===== src/rtl/spi_master.sv =====
// Mode-0 SPI master for the crossover coefficient/control link.
// Sends CMD_NBITS+DATA_NBITS bits MSB first and returns the low DATA_NBITS received.
module spi_master #(
    parameter int CMD_NBITS   = 8,
    parameter int DATA_NBITS  = 32,
    parameter int HALF_PERIOD = 8,
    parameter int LEAD_CYCLES = 8,
    parameter int GAP_CYCLES  = 8
) (
    input  logic                  i_clk,
    input  logic                  i_rstn,
    input  logic                  i_start,
    input  logic [CMD_NBITS-1:0]  i_cmd,
    input  logic [DATA_NBITS-1:0] i_data,
    input  logic                  i_miso,
    output logic                  o_sclk,
    output logic                  o_ssn,
    output logic                  o_mosi,
    output logic                  o_busy,
    output logic                  o_done,
    output logic [DATA_NBITS-1:0] o_rx_data
);

    localparam int N       = CMD_NBITS + DATA_NBITS;
    localparam int DIV_HL  = (HALF_PERIOD > LEAD_CYCLES) ? HALF_PERIOD : LEAD_CYCLES;
    localparam int DIV_MAX = (DIV_HL > GAP_CYCLES) ? DIV_HL : GAP_CYCLES;
    localparam int DW      = (DIV_MAX > 1) ? $clog2(DIV_MAX) : 1;
    localparam int BW      = $clog2(N);

    localparam logic [DW-1:0] H_LAST = DW'(HALF_PERIOD - 1);
    localparam logic [DW-1:0] L_LAST = DW'(LEAD_CYCLES - 1);
    localparam logic [DW-1:0] G_LAST = DW'(GAP_CYCLES - 1);
    localparam logic [BW-1:0] B_LAST = BW'(N - 1);

    generate
        if (HALF_PERIOD < 8 || LEAD_CYCLES < 4 || GAP_CYCLES < 4) begin : g_bad_param
            $error("spi_master: HALF_PERIOD>=8, LEAD_CYCLES>=4, GAP_CYCLES>=4 required");
        end
    endgenerate

    typedef enum logic [2:0] {
        S_IDLE,
        S_LEAD,
        S_HIGH,
        S_LOW,
        S_TAIL,
        S_GAP
    } state_t;

    state_t                r_state, w_state_nxt;
    logic [DW-1:0]         r_div, w_div_nxt, w_limit;
    logic [BW-1:0]         r_bit, w_bit_nxt;
    logic [N-2:0]          r_tx_sr, w_tx_nxt;
    logic [DATA_NBITS-1:0] r_rx_sr, w_rx_nxt;
    logic [DATA_NBITS-1:0] r_rx_data, w_rx_data_nxt;
    logic                  r_sclk, w_sclk_nxt;
    logic                  r_ssn, w_ssn_nxt;
    logic                  r_mosi, w_mosi_nxt;
    logic                  r_busy, w_busy_nxt;
    logic                  r_done, w_done_nxt;
    logic                  r_rst_meta, r_rstn_sync;
    logic                  r_miso_meta, r_miso_sync;
    logic [N-1:0]          w_frame;
    logic                  w_last;

    // Reset asserts asynchronously but is released on a clock edge.
    always_ff @(posedge i_clk or negedge i_rstn) begin
        if (!i_rstn) begin
            r_rst_meta  <= 1'b0;
            r_rstn_sync <= 1'b0;
        end else begin
            r_rst_meta  <= 1'b1;
            r_rstn_sync <= r_rst_meta;
        end
    end

    always_ff @(posedge i_clk or negedge r_rstn_sync) begin
        if (!r_rstn_sync) begin
            r_miso_meta <= 1'b0;
            r_miso_sync <= 1'b0;
        end else begin
            r_miso_meta <= i_miso;
            r_miso_sync <= r_miso_meta;
        end
    end

    assign w_frame = {i_cmd, i_data};

    always_comb begin
        unique case (r_state)
            S_LEAD, S_TAIL: w_limit = L_LAST;
            S_HIGH, S_LOW:  w_limit = H_LAST;
            default:        w_limit = G_LAST;
        endcase
    end

    assign w_last = (r_div == w_limit);

    always_comb begin
        w_state_nxt   = r_state;
        w_div_nxt     = r_div;
        w_bit_nxt     = r_bit;
        w_tx_nxt      = r_tx_sr;
        w_rx_nxt      = r_rx_sr;
        w_rx_data_nxt = r_rx_data;
        w_sclk_nxt    = r_sclk;
        w_ssn_nxt     = r_ssn;
        w_mosi_nxt    = r_mosi;
        w_busy_nxt    = r_busy;
        w_done_nxt    = 1'b0;

        if (r_state != S_IDLE) begin
            w_div_nxt = w_last ? '0 : r_div + 1'b1;
        end

        unique case (r_state)
            S_IDLE: begin
                if (i_start) begin
                    // First bit goes straight to MOSI; tx_sr keeps the rest.
                    w_tx_nxt    = w_frame[N-2:0];
                    w_mosi_nxt  = w_frame[N-1];
                    w_ssn_nxt   = 1'b0;
                    w_busy_nxt  = 1'b1;
                    w_div_nxt   = '0;
                    w_bit_nxt   = '0;
                    w_state_nxt = S_LEAD;
                end
            end
            S_LEAD: begin
                if (w_last) begin
                    w_sclk_nxt  = 1'b1;
                    w_state_nxt = S_HIGH;
                end
            end
            S_HIGH: begin
                if (w_last) begin
                    w_sclk_nxt = 1'b0;
                    w_rx_nxt   = {r_rx_sr[DATA_NBITS-2:0], r_miso_sync};
                    if (r_bit == B_LAST) begin
                        w_state_nxt = S_TAIL;
                    end else begin
                        w_mosi_nxt  = r_tx_sr[N-2];
                        w_tx_nxt    = {r_tx_sr[N-3:0], 1'b0};
                        w_bit_nxt   = r_bit + 1'b1;
                        w_state_nxt = S_LOW;
                    end
                end
            end
            S_LOW: begin
                if (w_last) begin
                    w_sclk_nxt  = 1'b1;
                    w_state_nxt = S_HIGH;
                end
            end
            S_TAIL: begin
                if (w_last) begin
                    w_ssn_nxt     = 1'b1;
                    w_rx_data_nxt = r_rx_sr;
                    w_done_nxt    = 1'b1;
                    w_state_nxt   = S_GAP;
                end
            end
            S_GAP: begin
                if (w_last) begin
                    w_busy_nxt  = 1'b0;
                    w_state_nxt = S_IDLE;
                end
            end
            default: begin
                w_state_nxt = S_IDLE;
            end
        endcase
    end

    always_ff @(posedge i_clk or negedge r_rstn_sync) begin
        if (!r_rstn_sync) begin
            r_state   <= S_IDLE;
            r_div     <= '0;
            r_bit     <= '0;
            r_tx_sr   <= '0;
            r_rx_sr   <= '0;
            r_rx_data <= '0;
            r_sclk    <= 1'b0;
            r_ssn     <= 1'b1;
            r_mosi    <= 1'b0;
            r_busy    <= 1'b0;
            r_done    <= 1'b0;
        end else begin
            r_state   <= w_state_nxt;
            r_div     <= w_div_nxt;
            r_bit     <= w_bit_nxt;
            r_tx_sr   <= w_tx_nxt;
            r_rx_sr   <= w_rx_nxt;
            r_rx_data <= w_rx_data_nxt;
            r_sclk    <= w_sclk_nxt;
            r_ssn     <= w_ssn_nxt;
            r_mosi    <= w_mosi_nxt;
            r_busy    <= w_busy_nxt;
            r_done    <= w_done_nxt;
        end
    end

    assign o_sclk    = r_sclk;
    assign o_ssn     = r_ssn;
    assign o_mosi    = r_mosi;
    assign o_busy    = r_busy;
    assign o_done    = r_done;
    assign o_rx_data = r_rx_data;

endmodule

===== config.mk =====
export PLATFORM = sky130hd
export DESIGN_NAME = spi_master
export DESIGN_NICKNAME = d
export VERILOG_FILES = /design/src/rtl/spi_master.sv
export SDC_FILE = /design/constraint.sdc
export NUM_CORES = 1
export LEC_CHECK = 0
export ABC_AREA = 1
export CAP_MARGIN = 20
export CORE_MARGIN = 3
export CORE_UTILIZATION = 48
export CTS_BUF_LIST = sky130_fd_sc_hd__clkbuf_2
export DETAILED_ROUTE_END_ITERATION = 16
export PLACE_DENSITY = 0.77
export SLEW_MARGIN = 25
export SYNTH_ARGS = -nofsm -noshare
export SYNTH_HDL_FRONTEND = slang
export SYNTH_SLANG_ARGS = --single-unit

===== constraint.sdc =====
create_clock -name i_clk -period 4.95 [get_ports i_clk]
set_input_delay 0.495 -clock i_clk [delete_from_list [all_inputs] [get_ports i_clk]]
set_output_delay 0.495 -clock i_clk [all_outputs]
set_load 0.03 [all_outputs]

Word-level counts from Yosys, hierarchy flattened

Index checks and enable logic that the tools add are counted.

Bits in registers: 124
Bits in latches: 0
Bits in writable memories: 0
Bits in read-only memories: 0
Bits of input ports: 44
Output and inout port bits: 37
Word-level logic and storage cells: 76
Memories kept: 0

Add/subtract/negate cells: 2
Multiply operators: 0
Div/mod/pow operators: 0
Magnitude comparators: 0
Eq/ne operators: 13
Shift operators: 0
Multiplexer cells: 32
Bitwise gates (word level): 0
Reductions and logical operators: 14

Operator list:

| kind                | count |
|---|---|
| $mux 39             | 3 |
| $pmux 39 s2         | 1 |
| $mux 3              | 10 |
| $mux 6              | 3 |
| $pmux 3 s5          | 1 |
| $pmux 6 s2          | 1 |
| $ne 2x2->1 const B  | 5 |
| $eq 3x3->1 const B  | 3 |
| $mux 1              | 9 |
| $reduce_and 3->1    | 3 |
| $pmux 1 s2          | 4 |
| $reduce_bool 2->1   | 4 |
| $add 6x1->6 const B | 1 |
| $eq 3x2->1 const B  | 2 |
| $eq 6x6->1 const B  | 1 |
| $reduce_and 5->1    | 1 |
| $reduce_and 2->1    | 2 |
| $reduce_and 4->1    | 1 |
| $add 3x1->3 const B | 1 |
| $eq 3x1->1 const B  | 1 |
| $logic_not 3->1     | 1 |
| $reduce_bool 3->1   | 1 |
| $ne 2x1->1 const B  | 1 |
| $reduce_or 2->1     | 1 |

Depth between registers and ports, before layout

Gate-level depths: netlist (run 1).

Depth in word-level cells: 5
Depth in mapped cells: 10
Gate-level depth less buffers: 9

Worst setup path before layout (run 1)

OpenSTA, ideal clock, no wires.

Path type: register to register
From: register r_div[0]
To: register r_bit[0]
Library setup time: 0.065 ns
Arrival time: 1.511 ns
Data required time: 4.885 ns
Path slack: 3.374 ns
Stages on the path, launching flop included: 11
Buffers on the path: 1
Period minus slack after synthesis: 1.576 ns
Cell sequence: dfrtp_1 -> ha_1 -> ha_1 -> inv_1 -> nand3_1 -> nand2_1 -> inv_1 -> nand2_2 -> buf_2 -> nand2_1 -> nand2_1

Cells in the longest elaborated chain, start to end: 3

RTL lines:

| element                    | line | RTL |
|---|---|---|
| from (decl)                | 51   | `logic [DW-1:0] r_div, w_div_nxt, w_limit;` |
| from (signal assigned)     | 190  | `r_div <= w_div_nxt;` |
| $eq 3x3->1                 | 97   | `assign w_last = (r_div == w_limit);` |
| $ne 2x2->1 (no line)       | -    |  |
| $reduce_and 4->1 (no line) | -    |  |
| to (signal assigned)       | 191  | `r_bit <= w_bit_nxt;` |
| to (decl)                  | 52   | `logic [BW-1:0] r_bit, w_bit_nxt;` |

Every way passes these cells.
A chain may end at the register's enable or synchronous reset.

Worst setup path after layout (run 1)

From: register r_ssn (netlist: o_ssn)
To: output port o_ssn

RTL lines:

| element                | line | RTL |
|---|---|---|
| from (decl)            | 57   | `logic r_ssn, w_ssn_nxt;` |
| from (signal assigned) | 196  | `r_ssn <= w_ssn_nxt;` |
| to (decl)              | 17   | `output logic o_ssn,` |

No word-level cell between the ends.

==> results of run 1 <==
metrics by stage:
stage	hold WS (ps)	area [um^2]	setup WS (ps)
floorplan	199	5360	1240
global placement	336	6200	2520
detailed placement	340	6230	2610
CTS	214	6500	2510
global route	211	6510	2340
finish	284	6510	2590
how the worst min path moves through the flow:
stage	from	endpoint	slack, ps
after CTS	i_miso	r_miso_meta	210
after global routing	i_miso	r_miso_meta	210
final	i_miso	r_miso_meta	280
after global placement	r_miso_meta	r_miso_sync	340
after detailed placement	r_rst_meta	r_rstn_sync	340
after floorplan	i_rstn	r_rst_meta	200
flip-flops by register name, summed over array words and instances, names as in the netlist, 3 cells and up:
name	flops
r_tx_sr	39
o_rx_data	32
r_rx_sr	32
r_bit	6
r_div	3
r_state	3
cell families (layout without fill, tap and decap cells):
group                      count (synthesis)  in the layout  share of synthesized area (%)
AOI/OAI and AO/OA                         75             75                           7.27
xor gates and xnor gates                   1              1                          0.164
adders and majority gates                  4              4                          0.935
buffers and inverters                     82            169                           6.52
DFF                                      124            124                           58.0
other                                      1              1                         0.0700
and+or+nand+nor                          379            379                           27.1
power by group through the flow:
stage	clock network [mW]	registers [mW]	logic [mW]
after global routing	0.757	1.39	1.22
after global placement	0	1.37	0.960
final	0.695	1.36	1.04
after detailed placement	0	1.38	1.04
after floorplan	0	1.37	0.815
after CTS	0.715	1.36	1.05
cells in the final DEF, fill, tap and decap left out, drive strengths merged, types with 2 or more instances in the layout:
cell | synthesis | routed
nand2 | 352 | 352
clkdlybuf4s50 | 0 | 80
nor3 | 2 | 2
clkinv | 0 | 9
buf | 15 | 5
inv | 51 | 51
ha | 4 | 4
nor2 | 19 | 19
dfrtp | 123 | 123
o21ai | 72 | 72
a21oi | 2 | 2
clkbuf | 16 | 18
bufinv | 0 | 4
nand3 | 5 | 5
layout make-up:
cell class	count	area, um^2	area share [%]
clock buffers	18	90.1	1.38
clock inverters	14	176	2.71
inverters	51	191	2.94
multi-input cells	460	1910	29.3
flip-flops and latches	124	3110	47.8
well taps	136	170	2.61
repair buffers	86	863	13.3
metal layers:
metal  wire [um]  GRT usage [%]
met3         588           4.46
met2        5000           28.9
met4         119           6.81
met5           0              0
met1        4900           23.8
repair_timing:
item | CTS | global route
hold buffers | 1 | 0
setup endpoints to repair | 0 | 0
hold endpoints to repair | 2 | 0
==> reports/results.ini, run 1 <==
[grt]
grt-ovfl-total = 0
grt_max_degree = 67
grt.total_usage_pct = 18.0
grt_antenna_before_repair = 0
grt_pass1_vias = 4083
grt_pass1_wl_mm = 18.5

[synthesis]
netlist_area_um2 = 5360
yosysUniqueCellTypes = 24
yosysSeqAreaShare_pct = 58.0
synth_top_area_share_pct = 57.5
post-synth-top-count-cell = nand2_1
syn-num-nets = 714
synth_area_leaders = dfrtp_1 57%, nand2_1 25%, o21ai_0 6.6%
synth_edf_count = 0
synthCells = 666
synth_largest_area_cell = dfrtp_1
ys.flop_type = dfrtp_1
synth.avg_cell_area_um2 = 8.04
yosysWarnings = 0
ys_seq_elements = 124
async_flop_share_pct = 100
synth_commonest_cells = 351 x nand2_1, 123 x dfrtp_1, 71 x o21ai_0

[die]
die_w_um = 112
rows = 37
die_h_um = 112
core_area_um2 = 10600
initial_core_util_pct = 50.5
dieArea_um2 = 12500
io_pins = 81

[run]
drv_cap = 0

[critical_path]
slowest_stage = clkdlybuf4s50_1
crit_path_start_kind = flip-flop
worstSetupEndpointType = primary output
critPathArrivalTime_ps = 1860
crit_buf_inv = 1
critPathKind = flip-flop to primary output
path_cells = clkdlybuf4s50_1
crit_start = o_ssn
critPathRequiredTime_ps = 4450
rrSetupSlack_ps = 2600
crit_cells = 1
worstPathMaxFanout = 2
r2r-start = r_state[0]
worst_path_largest_cell_delay_ps = 660
r2r_cells = 7
endpoint = o_ssn
cp_top_family = buffers and inverters
regToRegEndpoint = r_tx_sr[30]

[route]
drt-initial-drc-count = 312
drtAntennaViolNets = 0
vias = 4333
wire_per_inst_um = 11.9
drt_wl_total_mm = 10.6
remaining_drc_errors = 0
first_pass_iters = 5
vias_per_cell = 4.87

[clock_network]
htree_levels = 4
cts.sinks = 124
clk_pin_slew_ps = 170
ctsResizeCount = 0
cts_buffer_depth = 2
insertion_delay_ps = 650
clock-root-buffer = clkbuf_2
cts_tree = done
cts_inserted_buffers = 17
postCtsSetupBuffers = 0

[outcome]
outcome = completed

[final_layout]
diodes = 0
fin_nets = 788
layout-drive-gt1-share_pct = 5.58
final_core_util_pct = 61.4
synthToLayoutAreaGrowth_pct = 21.5
fill_cells = 924
stdcell_count = 889

[min_path]
holdPathStages = 1
hold_path.class = input port to flip-flop

[pwr]
power_frac_comb_pct = 33.6
seqPwrFrac_pct = 44.0
powerDensity_nw_per_um2 = 476
power_frac_clock_pct = 22.4
leakage_nw = 3.26
ir_worst_vdd_uv = 232
internal_power_mw = 1.91
finalPower_mw = 3.10
sw_frac_of_total_pct = 38.4
power_switching_mw = 1.19

[timing]
finalHoldViolations = 0
skew_ps = 29.9
fin_crit_sh_pct = 47.7
rsz0062_at_grt = false
fmax_ghz = 0.424
drv_slew = 0
setup_viol = 0
worst_pin_slew_ps = 857
fin_tns_setup_ps = 0
post-route-min-period_ps = 2360
max_slew_margin_pct = 42.7

[placement]
port_buffers = 80
place_congestion = 0.841
dp.cells = 856
post-dp-hpwl_mm = 6.95

Power figures use the tool's default switching activity.
==> run 2, diff against run 1 <==
--- a/config.mk
+++ b/config.mk
@@ -11,7 +11,7 @@
 export CORE_UTILIZATION = 48
 export CTS_BUF_LIST = sky130_fd_sc_hd__clkbuf_2
 export DETAILED_ROUTE_END_ITERATION = 16
-export PLACE_DENSITY = 0.77
+export PLACE_DENSITY = 0.8
 export SLEW_MARGIN = 25
 export SYNTH_ARGS = -nofsm -noshare
 export SYNTH_HDL_FRONTEND = slang
==> constraint.sdc (replaced) <==
create_clock -name i_clk -period 2.1 [get_ports i_clk]
set_input_delay 0.21 -clock i_clk [delete_from_list [all_inputs] [get_ports i_clk]]
set_output_delay 0.21 -clock i_clk [all_outputs]
set_load 0.03 [all_outputs]
==> reports/results.ini, run 2 (synthesized netlist as in run 1, its figures left out) <==
[timing]
fin_crit_sh_pct = 92.9
finalHoldViolations = 0
whs_ps = 161
worst_slack_ps = 149
fmax_ghz = 0.513
setup_viol = 0
drv_slew = 0
worst_pin_slew_ps = 520
rsz0062_at_grt = false
skew_ps = 19.7
post-route-min-period_ps = 1950
fin_tns_setup_ps = 0
max_slew_margin_pct = 65.3

[route]
first_pass_iters = 5
drt-initial-drc-count = 354
remaining_drc_errors = 0
wire_per_inst_um = 11.9
drt_wl_total_mm = 10.6
vias_per_cell = 4.89
vias = 4369
drtAntennaViolNets = 0

[final_layout]
synthToLayoutAreaGrowth_pct = 22.5
fin_nets = 792
stdcell_count = 893
largest_register_ffs = 39
fill_cells = 936
diodes = 0
top_register = r_tx_sr
final_cell_mix = 351 x nand2_1, 122 x dfrtp_1, 79 x clkdlybuf4s50_1
final_core_util_pct = 61.9
layout-drive-gt1-share_pct = 5.81
final_common_cell = nand2_1
postLayoutCellArea_um2 = 6560

[clock_network]
cts.sinks = 124
postCtsSetupBuffers = 0
insertion_delay_ps = 650
cts_buffer_depth = 2
htree_levels = 4
cts_inserted_buffers = 17
cts_tree = done
clock-root-buffer = clkbuf_2
clk_pin_slew_ps = 180

[critical_path]
crit_path_start_kind = flip-flop
critPathRequiredTime_ps = 1890
cp_top_family = buffers and inverters
path_cells = clkdlybuf4s50_1
worstPathMaxFanout = 2
critPathKind = flip-flop to primary output
worst_path_largest_cell_delay_ps = 680
worstSetupEndpointType = primary output
crit_buf_inv = 1
slowest_stage = clkdlybuf4s50_1
critPathArrivalTime_ps = 1740

[grt]
grt.total_usage_pct = 18.4
grt_antenna_before_repair = 0
grt_pass1_vias = 4361
grt-ovfl-total = 0
grt_pass1_wl_mm = 19.0
grt_max_degree = 73

[run]
drv_cap = 0

[die]
initial_core_util_pct = 50.5
die_w_um = 112
rows = 37
core_area_um2 = 10600
dieArea_um2 = 12500
die_h_um = 112
io_pins = 81

[outcome]
outcome = completed

[placement]
dp.cells = 859
port_buffers = 80
dpl_cell_area_um2 = 6290
pre_cts_slack_ps = 299
post-dp-hpwl_mm = 6.90
place_congestion = 0.814

[pwr]
ir_worst_vdd_uv = 633
leakage_nw = 3.27
powerDensity_nw_per_um2 = 1100
finalPower_mw = 7.23

[min_path]
hold_path.class = input port to flip-flop

run 2: area by class of cell:
class / instances / area (um^2) / share of cell area (%)
clock buffers: 20 / 100 / 1.53
well taps: 136 / 170 / 2.59
repair buffers: 90 / 942 / 14.4
clock inverters: 12 / 148 / 2.25
flip-flops and latches: 124 / 3110 / 47.4
multi-input cells: 460 / 1900 / 29.0
inverters: 51 / 191 / 2.92
run 2: path summary, 6_finish.rpt:
check	end	start	cells after the start	slack (ps)
max in group asynchronous	o_rx_data[7]	r_rstn_sync	1	1420
min in group asynchronous	r_rstn_sync	i_rstn	2	230
worst max-delay path	o_rx_data[25]	o_rx_data[25]	1	150
worst min-delay path	o_mosi	i_cmd[7]	5	160
worst min register to register	r_tx_sr[11]	r_rstn_sync	1	330
worst max register to register	o_rx_data[17]	r_div[0]	7	210
run 2: repair_timing:
| item | in CTS | in global routing |
|---|---|---|
| endpoints found under the hold margin | 3 | 0 |
| hold buffers | 2 | 0 |
| endpoints found under the setup margin | 1 | 0 |
| resized for setup | 1 | 0 |
run 2: where the power goes:
group,internal (mW),switching [mW],total [mW],leakage [nW]
Clock,0.665,0.855,1.52,0.135
Sequential,2.89,0.291,3.18,1.64
Combinational,0.883,1.65,2.53,1.49
run 2: routing by layer:
| layer | up-vias | track usage [%] | part of all wire, % | wire (um) |
|---|---|---|---|---|
| li1 | 2186 | - | - | - |
| met1 | 2037 | 23.0 | 45 | 4820 |
| met2 | 132 | 31.1 | 48 | 5070 |
| met3 | 14 | 4.35 | 5.7 | 601 |
| met4 | 0 | 6.97 | 1.0 | 106 |
| met5 | - | 0 | 0 | 0 |
==> run 3, diff against run 2 <==
--- a/config.mk
+++ b/config.mk
@@ -6,13 +6,12 @@
 export NUM_CORES = 1
 export LEC_CHECK = 0
 export ABC_AREA = 1
-export CAP_MARGIN = 20
 export CORE_MARGIN = 3
 export CORE_UTILIZATION = 48
 export CTS_BUF_LIST = sky130_fd_sc_hd__clkbuf_2
 export DETAILED_ROUTE_END_ITERATION = 16
 export PLACE_DENSITY = 0.8
-export SLEW_MARGIN = 25
+export SLEW_MARGIN = 20
 export SYNTH_ARGS = -nofsm -noshare
 export SYNTH_HDL_FRONTEND = slang
 export SYNTH_SLANG_ARGS = --single-unit
==> results of run 3 <==
Same layout as run 2: the final DEF is identical, and so are final timing and power.
